$ cat config.mk
export PLATFORM = sky130hd
export DESIGN_NAME = order_no_serializer
export DESIGN_NICKNAME = d
export VERILOG_FILES = /design/src/rtl/order_no_serializer.sv
export SDC_FILE = /design/constraint.sdc
export NUM_CORES = 1
export LEC_CHECK = 0
export ABC_AREA = 1
export BUFFER_PORTS_ARGS = -buffer_cell sky130_fd_sc_hd__buf_2
export CORE_UTILIZATION = 60
export DETAILED_ROUTE_END_ITERATION = 16
export PLACE_DENSITY = 0.85
export SLEW_MARGIN = 20
export SYNTH_ARGS = -nofsm -noshare
export SYNTH_HDL_FRONTEND = slang
export SYNTH_SLANG_ARGS = --single-unit
$ cat constraint.sdc
create_clock -name clk -period 2.98 [get_ports clk]
set_clock_uncertainty 0.2 [all_clocks]
set_input_delay 0.447 -clock clk [delete_from_list [all_inputs] [get_ports clk]]
set_output_delay 0.447 -clock clk [all_outputs]
set_load 0.005 [all_outputs]
$ cat src/rtl/order_no_serializer.sv
// rtl/order_no_serializer.sv - frames a five-digit ASCII order number as START, digits, XOR checksum, END
module order_no_serializer #(
  parameter logic [7:0] START_BYTE = 8'h23,
  parameter logic [7:0] END_BYTE   = 8'h0A,
  parameter logic [7:0] SUB_BYTE   = 8'h3F
) (
  input  logic       clk,
  input  logic       rst,
  input  logic       load,
  input  logic [7:0] order_no_4,
  input  logic [7:0] order_no_3,
  input  logic [7:0] order_no_2,
  input  logic [7:0] order_no_1,
  input  logic [7:0] order_no_0,
  output logic       load_ready,
  output logic [7:0] out_data,
  output logic       out_valid,
  input  logic       out_ready,
  output logic       out_last,
  output logic       fmt_err,
  output logic [7:0] drop_cnt
);

  typedef enum logic [2:0] {S_IDLE, S_START, S_DATA, S_CSUM, S_END} state_t;

  state_t          state, state_nx;
  logic [2:0]      idx, idx_nx;
  logic [4:0][7:0] chars;
  logic [7:0]      csum;
  logic [4:0][7:0] raw;
  logic [4:0][7:0] fixed;
  logic [7:0]      fixed_xor;
  logic            any_sub;
  logic            load_acc;

  assign raw      = {order_no_4, order_no_3, order_no_2, order_no_1, order_no_0};
  assign load_acc = load && load_ready;

  // substitute non-digits and pre-compute the checksum of what will be sent
  always_comb begin
    fixed     = raw;
    fixed_xor = 8'h00;
    any_sub   = 1'b0;
    for (int i = 0; i < 5; i++) begin
      if (raw[i] < 8'h30 || raw[i] > 8'h39) begin
        fixed[i] = SUB_BYTE;
        any_sub  = 1'b1;
      end
      fixed_xor = fixed_xor ^ fixed[i];
    end
  end

  // frame FSM: next state, byte index and all stream outputs
  always_comb begin
    state_nx   = state;
    idx_nx     = idx;
    out_valid  = 1'b0;
    out_data   = 8'h00;
    out_last   = 1'b0;
    load_ready = 1'b0;
    case (state)
      S_IDLE: begin
        load_ready = 1'b1;
        if (load) state_nx = S_START;
      end
      S_START: begin
        out_valid = 1'b1;
        out_data  = START_BYTE;
        if (out_ready) begin
          state_nx = S_DATA;
          idx_nx   = 3'd4;
        end
      end
      S_DATA: begin
        out_valid = 1'b1;
        out_data  = chars[idx];
        if (out_ready) begin
          if (idx == 3'd0) state_nx = S_CSUM;
          else             idx_nx   = idx - 3'd1;
        end
      end
      S_CSUM: begin
        out_valid = 1'b1;
        out_data  = csum;
        if (out_ready) state_nx = S_END;
      end
      S_END: begin
        out_valid  = 1'b1;
        out_data   = END_BYTE;
        out_last   = 1'b1;
        load_ready = out_ready;
        if (out_ready) state_nx = load ? S_START : S_IDLE;
      end
      default: state_nx = S_IDLE;
    endcase
  end

  // state and index registers
  always_ff @(posedge clk or posedge rst) begin
    if (rst) begin
      state <= S_IDLE;
      idx   <= 3'd4;
    end else begin
      state <= state_nx;
      idx   <= idx_nx;
    end
  end

  // capture the substituted digits and checksum; flag substitutions for one cycle
  always_ff @(posedge clk or posedge rst) begin
    if (rst) begin
      chars   <= {5{8'h30}};
      csum    <= 8'h30;
      fmt_err <= 1'b0;
    end else begin
      fmt_err <= load_acc && any_sub;
      if (load_acc) begin
        chars <= fixed;
        csum  <= fixed_xor;
      end
    end
  end

  // count loads that arrive while a frame is busy, saturating at 255
  always_ff @(posedge clk or posedge rst) begin
    if (rst) begin
      drop_cnt <= 8'h00;
    end else if (load && !load_ready && drop_cnt != 8'hFF) begin
      drop_cnt <= drop_cnt + 8'h01;
    end
  end

endmodule

# Word level (Yosys, flattened, before mapping)
# Index checks and enable logic that the tools add are counted.
# classes
add_sub_neg	2
magnitude_cmp	11
eq_ne	12
muxes	27
bitwise	4
reduce_logical	16
# ops
operator	count
2-to-1 mux 8 bit	6
> comparator 8 x 6 -> 1 bit, second input constant	5
less-than comparator 8 x 6 -> 1 bit, second input constant	5
case mux 8 bit (4 select lines)	1
XOR 8 bit	4
binary-select mux 8 bit (select 3 bit)	1
2-to-1 mux 3 bit	8
case mux 3 bit (5 select lines)	1
inequality test 2 bit, second input constant	7
adder 8 x 1 -> 8 bit, second input constant	1
2-to-1 mux 1 bit	8
inequality test 8 bit, second input constant	1
equality test 3 x 2 -> 1 bit, second input constant	2
zero test 3 bit	2
case mux 3 bit (2 select lines)	1
AND reduction 6 bit	1
logical OR 1 bit	5
logical AND 1 bit	4
less-than comparator 3 x 4 -> 1 bit, second input constant	1
AND reduction 4 bit	1
OR reduction 4 bit	1
equality test 3 x 1 -> 1 bit, second input constant	1
equality test 3 bit, second input constant	1
subtractor 3 x 1 -> 3 bit, second input constant	1
3 further kinds	3
# totals
reg_bits	63
input_bits	44
output_inout_bits	20
elab_cells	82

# Logic depth before layout (Yosys ltp)
# Gate-level depths: netlist (run 1).
# depth
word_depth	8
mapped_depth	11
depth_no_buf	11

# Worst setup path before layout (run 1)
# Ideal clock, no wire load.
# synth_timing
kind	register to output
start	reg state[2]
end	out out_data[0]
arrival_time_ns	1.227
required_ns	2.333
setup_slack_ns	1.106
stages_incl_launch_ff	5
n_path_buf	1
cell_sequence	dfrtp_1 > buf_6 > nor3_4 > inv_1 > o31ai_1
# synth_via
elab_chain_cells	2
elab_cells_between_ends	5
cone_classes	eq/ne (4); mux (1)
# synth_rtl
element	line_no	rtl
start, declared	26	state_t state, state_nx;
start signal, assigned	104	state <= state_nx;
equality test 3 bit (tied with other cells)	61	case (state)
case mux 8 bit (4 select lines) *	61	
end, declared	16	output logic [7:0] out_data,
# Every way passes the cells marked *; elsewhere a longest branch is shown, timed or not.

# Final worst setup path (run 1)
# layout_timing
start	reg idx[0]
end	out out_data[2]
# layout_via
elab_chain_cells	3
# layout_rtl
element	line_no	rtl
start, declared	27	logic [2:0] idx, idx_nx;
start signal, assigned	105	idx <= idx_nx;
binary-select mux 8 bit (select 3 bit)	76	out_data = chars[idx];
2-to-1 mux 8 bit (implied by the code)	76	
case mux 8 bit (4 select lines)	61	
# Every way passes these cells. The select of a mux whose other input is x is not followed.

==> results of run 1 <==
==> stage by stage <==
stage | setup WS [ns] | cells
after floorplan | 0.7848 | 467
after global routing | 0.2057 | 607
after detailed placement | 0.5980 | 590
after global placement | 0.6652 | 590
after CTS | 0.2049 | 606
final | 0.3780 | 607
==> where the power goes <==
part | switching [mW] | internal, mW | total [mW]
Clock | 0.326 | 0.516 | 0.842
Combinational | 0.814 | 0.524 | 1.34
Sequential | 0.264 | 1.12 | 1.38
Total | 1.40 | 2.16 | 3.56
==> how the worst max path moves through the flow <==
stage | startpoint | to | cells after the start | slack (ns)
4_1_cts | idx[0] | out_data[4] | 7 | 0.20
3_3_place_gp | idx[0] | out_data[5] | 7 | 0.67
3_5_place_dp | idx[0] | out_data[4] | 7 | 0.60
2_1_floorplan | rst | chars[0] | 1 | 0.78
5_1_grt | idx[0] | out_data[3] | 6 | 0.21
6_report | idx[0] | out_data[2] | 4 | 0.38
==> repair_timing <==
item | 4_1_cts | 5_1_grt
gates resized for setup | 0 | 3
setup endpoints to repair | 0 | 1
setup buffers | 0 | 0
hold buffers | 0 | 0
==> sequential cells by signal (all words and copies together), names as in the netlist <==
register  flops
state         3
drop_cnt      8
idx           3
chars        40
csum          8
fmt_err       1
==> layer usage <==
metal / up-vias / wire length [um] / GRT usage [%]
met2: 111 / 3810 / 48.61
met5: - / 0 / 0
met1: 1464 / 3514 / 33.69
li1: 1618 / - / -
met3: 28 / 344 / 3.256
met4: 0 / 332 / 17.78
==> final cells by class <==
class                   count  area (um2)
repair inverters            1       7.507
inverters                  62       236.5
clock buffers              13       158.9
well taps                  72       90.09
fillers                   410        1456
clock inverters             3       65.06
repair buffers             65       342.8
flip-flops and latches     63        1594
multi-input cells         328        1623
==> kinds of logic (layout without fill, tap and decap cells) <==
logic type | after synthesis | count (layout) | synth area share [%]
adder cells (fa/ha/maj) | 3 | 3 | 1.064
AND/OR/NAND/NOR | 231 | 231 | 29.19
XOR/XNOR | 8 | 8 | 1.986
buffers and inverters | 76 | 144 | 8.833
AO/OA/AOI/OAI | 86 | 86 | 13.76
flip-flops | 63 | 63 | 45.16
==> layout by cell type (no fill, tap or decap), types with 5 or more instances in the layout <==
| cell type | netlist | layout |
|---|---|---|
| nor3_1 | 5 | 5 |
| dfrtp_1 | 50 | 49 |
| o21ai_1 | 21 | 21 |
| dfstp_2 | 13 | 13 |
| nor2_1 | 48 | 48 |
| inv_1 | 58 | 56 |
| or2_1 | 6 | 6 |
| inv_2 | 4 | 5 |
| clkbuf_8 | 0 | 11 |
| buf_2 | 12 | 63 |
| nand3_1 | 24 | 24 |
| nand3b_1 | 7 | 7 |
| nand2_1 | 124 | 124 |
| a21oi_1 | 13 | 13 |
| o22ai_1 | 7 | 7 |
| o21ai_0 | 33 | 33 |
==> critical path, cell delays in order, from the launching register on <==
cell,delay (ns)
dfrtp_2,0.53
nor2_1,0.51
a21oi_1,0.15
o31ai_1,0.27
buf_2,0.16
==> load_flow_metrics.sql, run 1 <==
INSERT INTO impl_metrics (metric_group, metric, value, unit) VALUES
('setup_path', 'r2r_cells', '7', ''),
('worst_hold_path', 'holdCritPathClass', 'in -> async', ''),
('clocking', 'clk-insertion-delay-late', '0.35', 'ns'),
('setup_path', 'setup.worst_path.class', 'reg -> out', ''),
('sta', 'tightestPinTransition', '0.7137', 'ns'),
('clocking', 'cts_max_path_buffers', '2', ''),
('floorplanning', 'core', '5574', 'um2'),
('synth', 'postSynthAreaPerCell', '7.553', 'um2'),
('final_layout', 'final_nets', '577', ''),
('final_layout', 'n_antenna_cell', '0', ''),
('setup_path', 'critical_path_peak_fanout', '18', ''),
('synth', 'share_of_yosys_cell_area_claimed_by_the_top_area_cell_type', '35.47', '%'),
('placed_design', 'number_of_buffer_cells_added_on_primary_ports', '63', ''),
('sta', 'setup_viol_count_final', '0', ''),
('synth', 'most_common_cell_in_the_synthesized_netlist', 'nand2_1', ''),
('clocking', 'num_cts_buffers', '9', ''),
('sta', 'timing.final.crit_share', '87.32', '%'),
('power_and_ir_drop', 'pwr_density_cell', '864.8', 'nW/um2'),
('synth', 'synth.lib_cells_used.distinct', '34', ''),
('synth', 'synth_edf_count', '0', ''),
('setup_path', 'r2r_end', 'chars[2]', ''),
('routing', 'num_vias', '3221', ''),
('flow_run', 'max_cap_violations', '0', ''),
('power_and_ir_drop', 'total_power', '3.561', 'mW'),
('sta', 'maxSlewHeadroom', '52.35', '%'),
('routing', 'postRouteWirelength', '8.002', 'mm'),
('sta', 'slew_viol_final', '0', ''),
('global_route', 'grtUsageTotal', '28.32', '%'),
('sta', 'finalSetupTns', '0', 'ns'),
('setup_path', 'timing.reg2reg.setup_slack', '0.86', 'ns'),
('clocking', 'cts.sinks', '63', ''),
('placed_design', 'dp_hpwl', '5.923', 'mm'),
('power_and_ir_drop', 'ir_drop', '0.0005759', 'V'),
('routing', 'routed_wire_length_per_instance', '13.18', 'um'),
('outcome', 'run_status', 'complete, no violations', ''),
('floorplanning', 'start_util', '63.28', '%'),
('synth', 'ys_seq_area_share', '45.16', '%'),
('floorplanning', 'fp.dieW', '78.67', 'um'),
('routing', 'drt-initial-drc-count', '222', ''),
('final_layout', 'area.growth.synth_to_final', '16.74', '%'),
('synth', 'synth_fp_nets', '514', ''),
('synth', 'mappedNetlistArea', '3527', 'um2'),
('placed_design', 'dpl_cell_area', '3881', 'um2'),
('final_layout', 'drive_above_1_share', '22.24', '%'),
('placed_design', 'routabilityCongestion', '0.9198', ''),
('setup_path', 'r2r-start', 'state[0]', ''),
('global_route', 'grt-ovfl-total', '0', ''),
('clocking', 'clock-root-buffer', 'clkbuf_8', ''),
('sta', 'rsz0062_at_grt', 'false', ''),
('floorplanning', 'dieHeight', '78.67', 'um'),
('routing', 'detail_route.drc_violations', '0', ''),
('setup_path', 'data_arrival_time_of_the_critical_path', '1.96', 'ns'),
('power_and_ir_drop', 'cellLeakagePower', '2.200', 'nW'),
('synth', 'cell_taking_the_most_area_after_synthesis', 'dfrtp_1', ''),
('floorplanning', 'row_count', '27', ''),
('synth', 'proportion_of_synthesized_flip_flops_having_asynchronous_set_or_reset', '100.0', '%'),
('sta', 'holdWs', '0.01161', 'ns'),
('final_layout', 'final_core_util', '73.87', '%'),
('sta', 'finalHoldViolations', '0', ''),
('routing', 'via_count_normalized_by_instance_count', '5.306', ''),
('synth', 'yosys-top-cells-count', 'nand2_1 (124), inv_1 (58), dfrtp_1 (50)', ''),
('global_route', 'largest_net_degree_at_the_start_of_global_routing', '35', ''),
('floorplanning', 'floorplan.die_area', '6189', 'um2'),
('clocking', 'cts_tree', 'built', ''),
('sta', 'period_minus_slack', '2.602', 'ns'),
('synth', 'synthFlopType', 'dfrtp_1', ''),
('global_route', 'first_global_vias', '3010', ''),
('synth', 'synthesis.instances', '467', ''),
('synth', 'synth_warnings', '0', ''),
('synth', 'ys_top_cells_by_area', 'dfrtp_1 (35%), nand2_1 (13%), dfstp_2 (9.7%)', ''),
('sta', 'max_clock_freq', '0.3843', 'GHz'),
('setup_path', 'crit_required', '2.33', 'ns'),
('synth', 'flip_flop_and_latch_count_after_synthesis', '63', ''),
('final_layout', 'finalInstanceArea', '4118', 'um2'),
('floorplanning', 'boundaryPins', '64', ''),
('setup_path', 'timing.critical_path.to_type', 'output port', ''),
('routing', 'route.antenna.remaining_nets', '0', ''),
('setup_path', 'element_type_at_the_critical_path_start', 'flop', ''),
('clocking', 'htree_num_levels', '3', ''),
('clocking', 'clkTransAtPathRegs', '0.07', 'ns'),
('global_route', 'antenna_found_initial', '0', ''),
('routing', 'firstDrtPassIters', '5', ''),
('global_route', 'grt_pass1_wl', '13.26', 'mm');
No activity file was read; power rests on OpenSTA's default activity.
==> inputs of run 2 (changes only) <==
ABC_AREA = not set   (was 1)
CORE_UTILIZATION = 59   (was 60)
PLACE_DENSITY = 0.81   (was 0.85)
==> load_flow_metrics.sql, run 2 <==
INSERT INTO impl_metrics (metric_group, metric, value, unit) VALUES
('setup_path', 'element_type_at_the_critical_path_start', 'flop', ''),
('placed_design', 'number_of_buffer_cells_added_on_primary_ports', '63', ''),
('power_and_ir_drop', 'ir_drop', '0.0004719', 'V'),
('sta', 'tightestPinTransition', '0.7091', 'ns'),
('final_layout', 'max_flop_register', 'chars', ''),
('clocking', 'htree_num_levels', '3', ''),
('sta', 'finalHoldViolations', '0', ''),
('power_and_ir_drop', 'pwr_density_cell', '842.0', 'nW/um2'),
('placed_design', 'dp_hpwl', '4.580', 'mm'),
('sta', 'maxSlewHeadroom', '52.56', '%'),
('floorplanning', 'row_count', '26', ''),
('power_and_ir_drop', 'cellLeakagePower', '1.700', 'nW'),
('sta', 'max_clock_freq', '0.3624', 'GHz'),
('sta', 'slew_viol_final', '0', ''),
('clocking', 'clkTransAtPathRegs', '0.07', 'ns'),
('synth', 'mappedNetlistArea', '3178', 'um2'),
('global_route', 'largest_net_degree_at_the_start_of_global_routing', '60', ''),
('synth', 'synth_xor_xnor_area_share', '7.520', '%'),
('floorplanning', 'boundaryPins', '64', ''),
('final_layout', 'final_cell_mix', 'buf_2 (63), dfrtp_1 (49), nand2_1 (28)', ''),
('final_layout', 'layout.cells.most_common', 'buf_2', ''),
('clocking', 'clk-insertion-delay-late', '0.34', 'ns'),
('clocking', 'post-cts-setup-buffer-count', '0', ''),
('setup_path', 'setup.worst_path.class', 'reg -> out', ''),
('synth', 'ys_seq_area_share', '50.12', '%'),
('global_route', 'grt-ovfl-total', '0', ''),
('routing', 'firstDrtPassIters', '4', ''),
('synth', 'proportion_of_synthesized_flip_flops_having_asynchronous_set_or_reset', '100.0', '%'),
('flow_run', 'max_cap_violations', '0', ''),
('final_layout', 'largest_register_ff_count', '40', ''),
('routing', 'postRouteWirelength', '6.633', 'mm'),
('setup_path', 'data_arrival_time_of_the_critical_path', '2.11', 'ns'),
('setup_path', 'crit_required', '2.33', 'ns'),
('final_layout', 'fill_cells', '403', ''),
('outcome', 'run_status', 'complete, no violations', ''),
('synth', 'most_common_cell_in_the_synthesized_netlist', 'dfrtp_1', ''),
('synth', 'synth_fp_nets', '341', ''),
('synth', 'ys_top_cells_by_area', 'dfrtp_1 (39%), dfstp_2 (11%), mux4_2 (5.7%)', ''),
('synth', 'synth_warnings', '0', ''),
('global_route', 'grt_pass1_wl', '10.96', 'mm'),
('clocking', 'cts.sinks', '63', ''),
('sta', 'setup_viol_count_final', '0', ''),
('floorplanning', 'core', '5140', 'um2'),
('setup_path', 'timing.critical_path.to_type', 'output port', ''),
('clocking', 'cts_tree', 'built', ''),
('routing', 'via_count_normalized_by_instance_count', '5.553', ''),
('synth', 'share_of_yosys_cell_area_claimed_by_the_top_area_cell_type', '39.37', '%'),
('synth', 'synth.lib_cells_used.distinct', '42', ''),
('final_layout', 'drive_above_1_share', '31.32', '%'),
('sta', 'finalSetupTns', '0', 'ns'),
('worst_hold_path', 'holdCritPathClass', 'in -> reg', ''),
('synth', 'synth_mux_area_share', '7.756', '%'),
('global_route', 'first_global_vias', '2341', ''),
('routing', 'routed_wire_length_per_instance', '15.28', 'um'),
('floorplanning', 'start_util', '61.83', '%'),
('synth', 'synthFlopType', 'dfrtp_1', ''),
('synth', 'yosys-top-cells-count', 'dfrtp_1 (50), nand2_1 (29), o21ai_0 (27)', ''),
('routing', 'drt-initial-drc-count', '182', ''),
('synth', 'cell_taking_the_most_area_after_synthesis', 'dfrtp_1', ''),
('placed_design', 'routabilityCongestion', '0.7872', ''),
('synth', 'synth-compound-area-share', '10.51', '%'),
('routing', 'route.antenna.remaining_nets', '0', ''),
('global_route', 'antenna_found_initial', '0', ''),
('synth', 'synth_top_family_by_area', 'simple AND/OR/NAND/NOR gates', ''),
('floorplanning', 'dieHeight', '75.39', 'um'),
('sta', 'rsz0062_at_grt', 'false', ''),
('final_layout', 'final_nets', '406', ''),
('clocking', 'num_cts_buffers', '9', ''),
('sta', 'period_minus_slack', '2.759', 'ns'),
('synth', 'post_synth_fa_ha_maj_area_fraction', '1.181', '%'),
('floorplanning', 'fp.dieW', '75.39', 'um'),
('synth', 'yosys.area_share.simple', '20.28', '%'),
('final_layout', 'n_antenna_cell', '0', ''),
('final_layout', 'area.growth.synth_to_final', '19.45', '%'),
('synth', 'synth_edf_count', '0', ''),
('final_layout', 'largestRegisters', 'chars: 40 flops, csum: 8 flops, drop_cnt: 8 flops', ''),
('synth', 'postSynthAreaPerCell', '10.81', 'um2'),
('routing', 'detail_route.drc_violations', '0', ''),
('clocking', 'clock-root-buffer', 'clkbuf_8', ''),
('final_layout', 'final_core_util', '73.86', '%'),
('global_route', 'grtUsageTotal', '26.29', '%'),
('synth', 'flip_flop_and_latch_count_after_synthesis', '63', ''),
('clocking', 'cts_max_path_buffers', '2', ''),
('sta', 'timing.final.crit_share', '92.59', '%'),
('setup_path', 'critical_path_peak_fanout', '10', ''),
('synth', 'synthesis.instances', '294', ''),
('floorplanning', 'floorplan.die_area', '5684', 'um2'),
('routing', 'num_vias', '2410', '');
## run 2: through the flow
| stage | std cells | power [mW] | area [um2] | hold WS, ns | worst slack, ns |
|---|---|---|---|---|---|
| finish | 434 | 3.197 | 3796 | 0.1514 | 0.2209 |
| global route | 434 | 3.413 | 3796 | 0.1825 | 0.1102 |
| CTS | 434 | 3.207 | 3795 | 0.1422 | 0.07371 |
| detailed placement | 417 | 2.376 | 3565 | 0.1300 | 0.4507 |
| global placement | 417 | 2.324 | 3565 | 0.1288 | 0.5153 |
| floorplan | 294 | 2.023 | 3178 | 0.2446 | 0.7848 |
## run 2: worst max-delay path, stage by stage (launching register included)
cell,delay (ns)
dfrtp_1,0.57
nor3b_2,0.56
a221oi_1,0.18
o31ai_1,0.29
buf_2,0.16
## run 2: final cells by class
cell class / instances / area [um2] / share of cell area (%)
Sequential cell: 63 / 1594 / 41.99
Multi-Input combinational cell: 210 / 1504 / 39.62
Timing Repair Buffer: 67 / 360.3 / 9.492
Clock buffer: 9 / 123.9 / 3.263
Clock inverter: 7 / 96.34 / 2.538
Tap cell: 70 / 87.58 / 2.307
Inverter: 8 / 30.03 / 0.7910
## run 2: where the power goes
part / internal [mW] / total, mW / leakage [nW] / switching, mW
sequential: 1.10 / 1.31 / 0.749 / 0.214
combinational: 0.500 / 1.06 / 0.849 / 0.563
clock: 0.472 / 0.825 / 0.102 / 0.354
## run 2: kinds of logic (layout without fill, tap and decap cells)
kind of cell,count (synthesis),after routing
multiplexers,14,14
AND/OR/NAND/NOR,119,119
XOR/XNOR,21,21
flip-flops,63,63
buffers and inverters,21,91
AO/OA/AOI/OAI,53,53
adder cells (fa/ha/maj),3,3
## run 2: timing repair
item	4_1_cts	5_1_grt
hold buffers	1	0
gates resized for setup	0	1
setup endpoints to repair	0	6
endpoints found under the hold margin	4	0
## run 2: worst paths after layout
path / endpoint / start / depth (start not counted) / slack [ns]
max in group asynchronous: chars[21] / rst / 4 / 1.71
max reg2reg: csum[7] / state[1] / 5 / 0.54
max: out_data[3] / idx[1] / 4 / 0.22
min reg2reg: chars[18] / chars[18] / 2 / 0.28
min in group asynchronous: drop_cnt[1] / rst / 3 / 0.32
min: state[0] / out_ready / 2 / 0.15
## run 2: routing by layer
metal | track usage [%] | up-vias | share of wire, %
met4 | 7.202 | 0 | 1.2
met5 | 0 | - | 0
met2 | 41.57 | 76 | 48
met1 | 36.58 | 1171 | 46
met3 | 6.746 | 11 | 5.5
li1 | - | 1152 | -
==> inputs of run 3 (changes only) <==
RECOVER_POWER = 100   (was not set)
==> load_flow_metrics.sql, run 3 (synthesis gave the netlist of run 2 again) <==
INSERT INTO impl_metrics (metric_group, metric, value, unit) VALUES
('setup_path', 'r2r-start', 'drop_cnt[0]', ''),
('global_route', 'antenna_found_initial', '0', ''),
('sta', 'slew_viol_final', '0', ''),
('power_and_ir_drop', 'pwr_density_cell', '843.4', 'nW/um2'),
('final_layout', 'largestRegisters', 'chars: 40 flops, csum: 8 flops, drop_cnt: 8 flops', ''),
('global_route', 'grt_pass1_wl', '10.96', 'mm'),
('setup_path', 'crit_required', '2.33', 'ns'),
('final_layout', 'area.growth.synth_to_final', '17.80', '%'),
('floorplanning', 'dieHeight', '75.39', 'um'),
('final_layout', 'drive_above_1_share', '27.47', '%'),
('final_layout', 'fill_cells', '416', ''),
('clocking', 'htree_num_levels', '3', ''),
('clocking', 'num_cts_buffers', '9', ''),
('outcome', 'run_status', 'complete, no violations', ''),
('setup_path', 'timing.critical_path.to_type', 'output port', ''),
('setup_path', 'data_arrival_time_of_the_critical_path', '2.14', 'ns'),
('routing', 'detail_route.drc_violations', '0', ''),
('clocking', 'cts.sinks', '63', ''),
('sta', 'period_minus_slack', '2.783', 'ns'),
('sta', 'finalHoldViolations', '0', ''),
('worst_hold_path', 'hold_start', 'out_ready', ''),
('setup_path', 'element_type_at_the_critical_path_start', 'flop', ''),
('clocking', 'clk-insertion-delay-late', '0.34', 'ns'),
('global_route', 'global_route.usage.met1', '36.58', '%'),
('floorplanning', 'fp.dieW', '75.39', 'um'),
('power_and_ir_drop', 'ir_drop', '0.0004624', 'V'),
('routing', 'firstDrtPassIters', '4', ''),
('power_and_ir_drop', 'cellLeakagePower', '1.644', 'nW'),
('global_route', 'grt_util_met3', '6.746', '%'),
('sta', 'timing.final.crit_share', '93.37', '%'),
('routing', 'num_vias', '2409', ''),
('clocking', 'clock-root-buffer', 'clkbuf_8', ''),
('routing', 'via_count_normalized_by_instance_count', '5.551', ''),
('global_route', 'busiest_layer', 'met2', ''),
('flow_run', 'max_cap_violations', '0', ''),
('final_layout', 'multiInputGateArea', '1486', 'um2'),
('final_layout', 'finalNonFillerCells', '434', ''),
('clocking', 'clkTransAtPathRegs', '0.07', 'ns'),
('final_layout', 'layout.area.seq', '1594', 'um2'),
('routing', 'routed_wire_length_per_instance', '15.30', 'um'),
('setup_path', 'cpPeakStageDelay', '0.57', 'ns'),
('global_route', 'first_global_vias', '2341', ''),
('sta', 'rsz0062_at_grt', 'false', ''),
('clocking', 'cts_tree', 'built', ''),
('global_route', 'grt-ovfl-total', '0', ''),
('final_layout', 'final_core_util', '72.83', '%'),
('final_layout', 'largest_register_ff_count', '40', ''),
('floorplanning', 'row_count', '26', ''),
('sta', 'setup_viol_count_final', '0', ''),
('sta', 'tightestPinTransition', '1.385', 'ns'),
('sta', 'holdWs', '0.1496', 'ns'),
('setup_path', 'r2r_cells', '6', ''),
('global_route', 'largest_net_degree_at_the_start_of_global_routing', '60', ''),
('global_route', 'met2_usage', '41.57', '%'),
('placed_design', 'routabilityCongestion', '0.7872', ''),
('setup_path', 'path_cells', 'nor3b_2 -> a221oi_1 -> o31ai_1 -> clkbuf_1', ''),
('sta', 'finalSetupTns', '0', 'ns'),
('floorplanning', 'floorplan.die_area', '5684', 'um2'),
('worst_hold_path', 'holdCritPathClass', 'in -> reg', ''),
('placed_design', 'post-place-cells', '417', ''),
('floorplanning', 'boundaryPins', '64', ''),
('setup_path', 'timing.critical_path.slowest_stage_cell', 'nor3b_2', ''),
('floorplanning', 'core', '5140', 'um2'),
('clocking', 'cts_max_path_buffers', '2', ''),
('sta', 'max_clock_freq', '0.3594', 'GHz'),
('setup_path', 'setup.worst_path.class', 'reg -> out', ''),
('floorplanning', 'start_util', '61.83', '%'),
('routing', 'route.antenna.remaining_nets', '0', ''),
('setup_path', 'timing.reg2reg.setup_slack', '0.36', 'ns'),
('placed_design', 'dp_hpwl', '4.580', 'mm'),
('global_route', 'grtUsageTotal', '26.29', '%'),
('worst_hold_path', 'worst_hold_path.num_cells', '2', ''),
('setup_path', 'critical_path_peak_fanout', '10', ''),
('final_layout', 'final_cell_mix', 'buf_2 (52), dfrtp_1 (49), nand2_1 (28), o21ai_0 (28), nor2_1 (24)', ''),
('final_layout', 'max_flop_register', 'chars', ''),
('placed_design', 'number_of_buffer_cells_added_on_primary_ports', '63', ''),
('final_layout', 'final_nets', '406', ''),
('worst_hold_path', 'hold_path_end', 'state[0]', ''),
('routing', 'drt-initial-drc-count', '168', ''),
('sta', 'maxSlewHeadroom', '7.648', '%'),
('final_layout', 'n_antenna_cell', '0', ''),
('setup_path', 'r2r_end', 'drop_cnt[7]', ''),
('routing', 'postRouteWirelength', '6.641', 'mm'),
('final_layout', 'layout.cells.most_common', 'buf_2', '');
-- run 3: metal layers --
metal | up-vias | share of wire [%]
met5 | - | 0
met2 | 83 | 49
met1 | 1166 | 44
li1 | 1149 | -
met3 | 11 | 6.1
met4 | 0 | 1.2
-- run 3: where the power goes --
part	switching, mW	internal, mW	total (mW)	leakage [nW]
logic	0.560	0.464	1.02	0.793
clock network	0.354	0.472	0.825	0.102
registers	0.213	1.10	1.31	0.749
total	1.13	2.03	3.16	1.64
-- run 3: worst max-delay path by stage --
stage	start	endpoint	slack, ns	cells past startpoint
floorplan	rst	chars[0]	0.78	1
global placement	idx[0]	out_data[3]	0.52	4
global route	idx[1]	out_data[3]	0.09	4
detailed placement	idx[0]	out_data[7]	0.45	6
CTS	idx[0]	out_data[7]	0.07	6
finish	idx[1]	out_data[3]	0.20	4
-- run 3: cell type report --
| type | count | share of cell area, % |
|---|---|---|
| well taps | 70 | 2.340 |
| clock buffers | 9 | 3.309 |
| multi-input cells | 210 | 39.71 |
| flip-flops and latches | 63 | 42.58 |
| repair buffers | 67 | 8.690 |
| inverters | 8 | 0.8021 |
| clock inverters | 7 | 2.574 |
-- run 3: metrics by stage --
stage	setup slack [ns]	total power, mW	area (um2)
finish	0.1975	3.157	3744
global route	0.09117	3.373	3744
CTS	0.07371	3.207	3795
detailed placement	0.4507	2.376	3565
global placement	0.5153	2.324	3565
floorplan	0.7848	2.023	3178
-- run 3: timing repair --
item	CTS	global route
hold buffers	1	0
endpoints found under the hold margin	4	0
setup endpoints to repair	0	6
setup buffers	0	0
gates resized for setup	0	1
-- run 3: worst max-delay path, delay by kind of cell (launching register included) --
kind / cells / cell delay, ns
AND/OR/NAND/NOR: 1 / 0.57
flip-flops: 1 / 0.56
AO/OA/AOI/OAI: 2 / 0.52
buffers and inverters: 1 / 0.15
